## src/rtl/mac_sequencer.sv

```systemverilog
// Control sequencer for an 8-bit multiply-accumulate datapath: clears the
// accumulator, then runs len load/multiply/accumulate rounds over x/y pairs.
module mac_sequencer #(
  parameter int unsigned CNT_W = 4
) (
  input  logic             clk,
  input  logic             rst_n,
  input  logic             start,
  input  logic [CNT_W-1:0] len,
  input  logic             in_valid,
  output logic             in_ready,
  output logic             ld_op,
  output logic             ld_prod,
  output logic             ld_acc,
  output logic [1:0]       acc_sel,
  output logic [CNT_W-1:0] count,
  output logic             busy,
  output logic             done
);

  localparam int unsigned EXT_W = CNT_W + 1;

  localparam logic [1:0] SEL_ZERO = 2'b00;
  localparam logic [1:0] SEL_ADD  = 2'b01;
  localparam logic [1:0] SEL_HOLD = 2'b10;

  typedef enum logic [2:0] {
    S_IDLE = 3'd0,
    S_CLR  = 3'd1,
    S_WAIT = 3'd2,
    S_MUL  = 3'd3,
    S_ACC  = 3'd4,
    S_DONE = 3'd5
  } state_t;

  state_t             state, state_nxt;
  logic [CNT_W-1:0]   len_q;
  logic [EXT_W-1:0]   cnt_inc;
  logic               last_c;

  // Extra bit keeps len = 2^CNT_W-1 from wrapping in the terminal compare.
  assign cnt_inc = {1'b0, count} + EXT_W'(1);
  assign last_c  = (cnt_inc == {1'b0, len_q});

  always_ff @(posedge clk or negedge rst_n) begin
    if (!rst_n) state <= S_IDLE;
    else        state <= state_nxt;
  end

  always_comb begin
    state_nxt = state;
    unique case (state)
      S_IDLE: if (start) state_nxt = S_CLR;
      S_CLR:  state_nxt = (len_q == '0) ? S_DONE : S_WAIT;
      S_WAIT: if (in_valid) state_nxt = S_MUL;
      S_MUL:  state_nxt = S_ACC;
      S_ACC:  state_nxt = last_c ? S_DONE : S_WAIT;
      S_DONE: state_nxt = S_IDLE;
      default: state_nxt = S_IDLE;
    endcase
  end

  // Moore decode of the state register; ld_op alone follows in_valid.
  always_comb begin
    in_ready = 1'b0;
    ld_op    = 1'b0;
    ld_prod  = 1'b0;
    ld_acc   = 1'b0;
    acc_sel  = SEL_HOLD;
    busy     = 1'b0;
    done     = 1'b0;
    unique case (state)
      S_CLR: begin
        ld_acc  = 1'b1;
        acc_sel = SEL_ZERO;
        busy    = 1'b1;
      end
      S_WAIT: begin
        in_ready = 1'b1;
        ld_op    = in_valid;
        busy     = 1'b1;
      end
      S_MUL: begin
        ld_prod = 1'b1;
        busy    = 1'b1;
      end
      S_ACC: begin
        ld_acc  = 1'b1;
        acc_sel = SEL_ADD;
        busy    = 1'b1;
      end
      S_DONE:  done = 1'b1;
      default: ;
    endcase
  end

  // Run length is frozen at start acceptance; count holds after DONE.
  always_ff @(posedge clk or negedge rst_n) begin
    if (!rst_n) begin
      len_q <= '0;
      count <= '0;
    end else begin
      if (state == S_IDLE && start) len_q <= len;
      if (state == S_CLR)           count <= '0;
      else if (state == S_ACC)      count <= cnt_inc[CNT_W-1:0];
    end
  end

endmodule

```

## config.mk

```make
export PLATFORM = sky130hd
export DESIGN_NAME = mac_sequencer
export DESIGN_NICKNAME = d
export VERILOG_FILES = /design/src/rtl/mac_sequencer.sv
export SDC_FILE = /design/constraint.sdc
export NUM_CORES = 1
export LEC_CHECK = 0
export CORE_UTILIZATION = 45
export CTS_CLUSTER_DIAMETER = 120
export DETAILED_ROUTE_END_ITERATION = 12
export PLACE_DENSITY_LB_ADDON = 0.25
export SYNTH_ARGS = -nofsm -noshare
export SYNTH_HDL_FRONTEND = slang
export SYNTH_SLANG_ARGS = --single-unit
```

## constraint.sdc

```tcl
create_clock -name clk -period 1.7 [get_ports clk]
set_input_delay 0.34 -clock clk [delete_from_list [all_inputs] [get_ports clk]]
set_output_delay 0.34 -clock clk [all_outputs]
set_load 0.1 [all_outputs]
```

# Yosys cells after proc, flatten, opt, wreduce, memory -nomap -nowiden
# Cells that the tools add are included.
[totals]
reg_bits = 11
in_bits = 8
wordCells = 33
[classes]
n_addsub = 1
n_eq_ne = 8
mux = 14
n_reduce_logical = 7
[ops]
columns = ["op", "n"]
rows = [
  ["3-bit one-hot mux with 5 select lines", 1],
  ["3-bit 2-to-1 mux", 4],
  ["4-bit 2-to-1 mux", 2],
  ["3-bit by 2-bit equality test with 1-bit output, second input constant", 2],
  ["3-bit equality test, second input constant", 2],
  ["1-bit 2-to-1 mux", 6],
  ["4-bit by 1-bit adder with 5-bit output, second input constant", 1],
  ["5-bit by 4-bit equality test with 1-bit output", 1],
  ["4-bit zero test", 1],
  ["2-bit inequality test, second input constant", 2],
  ["2-bit one-hot mux with 2 select lines", 1],
  ["4-bit OR reduction", 1],
  ["3-bit by 1-bit equality test with 1-bit output, second input constant", 1],
  ["3-bit zero test", 1],
  ["2-bit AND reduction", 1],
  ["2-bit nonzero test", 1],
  ["2-bit OR reduction", 1],
  ["1-bit logical AND", 1],
]

# Logic depth before layout (Yosys ltp)
[depth]
ltp_word = 4
depth_mapped = 5

# Worst setup path before layout
# No wires, ideal clock.
[synth_timing]
path_type = "register -> output"
from = "register state[0]"
to = "output done"
t_arrival_ns = 2.827
required_time_ns = 1.360
setup_slack_ns = -1.467
stages_incl_launch_ff = 3
path_cell_list = "dfrtp_1 inv_1 nor3b_1"
[synth_between]
elab_chain_cells = 2
[synth_lines]
columns = ["element", "line_no", "rtl"]
rows = [
  ["from (decl)", "36", "state_t state, state_nxt;"],
  ["from (signal assigned)", "47", "else state <= state_nxt;"],
  ["3-bit equality test", "72", "unique case (state)"],
  ["1-bit 2-to-1 mux", "72", ""],
  ["to (decl)", "18", "output logic done"],
]
# Every way passes these cells.

# Final worst setup path
[layout_timing]
from = "register state[0]"
to = "output acc_sel[0]"
[layout_between]
elab_chain_cells = 2
elab_cells_between_ends = 3
[layout_lines]
columns = ["element", "line_no", "rtl"]
rows = [
  ["3-bit equality test or 3-bit by 1-bit equality test with 1-bit output (tied branches)", "72", ""],
  ["2-bit one-hot mux with 2 select lines *", "72", ""],
  ["to (decl)", "15", "output logic [1:0] acc_sel,"],
]
# Mark *: on every way between the ends. The rest lies on a longest branch, timed or not.

==> metrics.txt <==
result of the run complete, but fails checks; failing checks setup timing; Post-Synthesis Mean Instance Area 10.3 µm²; cell area after technology mapping 668 µm²; Cells after Synth 65; CP endpoint kind output port; path type of the worst min-delay path input pin to async pin; # port buffers 19; CTS Buffer Depth 2; Post-Syn Nets 74; gr ovfl total 0; initial detailed-routing violation count 18; Area Overhead vs Synth 74.2%; ranking of synthesized cells by instance count sky130_fd_sc_hd__dfrtp_1 (11), sky130_fd_sc_hd__nor2_1 (7), sky130_fd_sc_hd__nand2_1 (5), sky130_fd_sc_hd__xnor2_1 (5); final standard cell area without fillers 1160 µm²; antenna diode count 0; CP Data Required Time 1.36 ns; DRT antenna net count 0; Area contributors post-synth sky130_fd_sc_hd__dfrtp_1 (41%), sky130_fd_sc_hd__mux2_2 (6.7%), sky130_fd_sc_hd__xnor2_1 (6.6%); classification of the worst setup path register to output port; primary flip-flop cell chosen by synthesis mapping sky130_fd_sc_hd__dfrtp_1; fraction of final layout cells sized beyond drive strength 1 54.2%; unrepaired setup endpoints after global routing yes; Remaining DRCs 0; maximum fanout along the worst path 6; final number of hold-violating endpoints 0; worst skew pair latency 0.27 ns; sequential cell area fraction in the yosys report 41.2%; crit path launch type register; TritonCTS Buffers 3; vias post-DR 614; clock-pin slew of the registers on the worst-case setup and hold paths 0.07 ns; Placeable Area 1330 µm²; top-level port count 20; chip width 40.5 µm; detailed-placement wirelength estimate 1.14 mm; worst clock skew on the final layout 0.00412 ns; count of cell types in the netlist 27; CTS sink count 11; weighted congestion at the end of routability-driven global placement 0.769; pin count of the biggest net entering global routing 12; final worst-path cycle share 102%; Starting Density 50.1%; number of warnings issued by yosys 0; clock tree from TritonCTS built; Yosys top cell area share 41.2%; top cell type by total area after synthesis sky130_fd_sc_hd__dfrtp_1; Die Area 1640 µm²; vias in the first global route 512; top-count cell post-synth sky130_fd_sc_hd__dfrtp_1; post-layout utilization of the core 87.2%; worst max-slew margin expressed relative to the limit 66.3%; wire per inst 14.9 µm; transition time at the pin with the least slew margin 0.504 ns; async set-reset flop share out of synthesis 100%; Post-synth EDFFs 0; root buffer cell sky130_fd_sc_hd__clkbuf_4; net count of the finished layout 106; cell area reported after detailed placement 1050 µm²; worst endpoint data arrival time 1.40 ns; Final Setup Violations 3; min setup slack post-route -0.0420 ns; number of antenna violations at the first check in global routing 0; Tmin final 1.74 ns; final number of max-transition violations 0; Max-cap violations 0; highest clock frequency the design can meet 574 MHz; die outline height 40.5 µm; site row count 13; number of vias per cell after detailed routing 5.53; depth of the CTS H-tree 1; wire length of the first global-routing pass 2.39 mm; routed wire length 1.66 mm; number of storage elements in the synthesis netlist 11; global router's overall resource usage 24.0%; detailed-router iteration count before antenna repair 4
[layout by cell type (no fill, tap or decap), drive strengths merged, types with 2 or more instances in the layout]
cell and n:
o21ai 6, nand2b 3, nand2 5, clkbuf 4, nor2 7, nand3 2
dfrtp 11, buf 22, or3b 2, mux2 4, a21oi 2, xor2 3
clkdlybuf4s50 7, xnor2 5
[final timing paths]
check,to,slack (ns),depth (start not counted),start
setup / recovery,acc_sel[0],-0.04,3,state[0]$_DFFE_PN0P_
hold / removal,count[2]$_DFFE_PN0N_,0.40,1,rst_n
setup reg to reg,state[2]$_DFFE_PN0P_,0.17,5,count[0]$_DFFE_PN0N_
hold reg to reg,count[1]$_DFFE_PN0N_,0.59,1,count[1]$_DFFE_PN0N_
max in group asynchronous,count[1]$_DFFE_PN0N_,0.93,1,rst_n
min in group clk,count[1]$_DFFE_PN0N_,0.59,1,count[1]$_DFFE_PN0N_
[state kept, by name, indices dropped and copies added (netlist names)]
name,flops
state,3
len_q,4
count,4
[per-layer routing]
layer  share of wire, %  routed length, µm  vias to the layer above  GRT usage (%)
met5                  0                  0                        -              0
met4                2.1                 34                        0           7.50
met3                4.7                 78                        4           10.0
met2                 52                861                       24           38.9
met1                 41                682                      296           28.7
li1                   -                  -                      290              -
[cells by family (layout without fill, tap and decap cells)]
logic type               count (synthesis)  after routing  share of synthesized area [%]
multiplexers                             4              4                           6.74
flip-flops                              11             11                           41.2
AND/OR/NAND/NOR                         23             23                           21.3
AO/OA/AOI/OAI                           13             13                           13.7
adder cells (fa/ha/maj)                  1              1                           1.87
buffers and inverters                    5             36                           4.68
XOR/XNOR                                 8              8                           10.5
[final cells by class]
type                            instances  area, µm²
Inverter                                3       20.0
Timing Repair Buffer                   29        385
Tap cell                               15       18.8
Sequential cell                        11        284
Fill cell                              74        170
Multi-Input combinational cell         49        429
Clock buffer                            4       26.3
[timing repair]
| action | in CTS | in global routing |
|---|---|---|
| pin swaps | 1 | 3 |
| hold buffers | 0 | 0 |
| resized for setup | 5 | 4 |
| setup buffers | 4 | 4 |
| setup endpoints to repair | 8 | 7 |
[worst max-delay path: stages (launching register included)]
cell and delay (ns):
sky130_fd_sc_hd__dfrtp_2 0.47, sky130_fd_sc_hd__or3b_4 0.42, sky130_fd_sc_hd__clkinv_4 0.08, sky130_fd_sc_hd__buf_12 0.16
[per-stage QoR]
stage / setup TNS (ns) / worst slack [ns] / cells / hold slack [ns]
after floorplan: -0.631 / -0.169 / 65 / 0.0444
after global placement: 0 / 0.0718 / 99 / 0.539
after detailed placement: 0 / 0.0255 / 99 / 0.576
after CTS: -0.145 / -0.0569 / 107 / 0.405
after global routing: -0.338 / -0.0896 / 111 / 0.427
final: -0.0532 / -0.0420 / 111 / 0.402
Power is left out: the tool's default activity adds up to more than one toggle a clock period on the data nets, which glitch-free logic cannot reach.
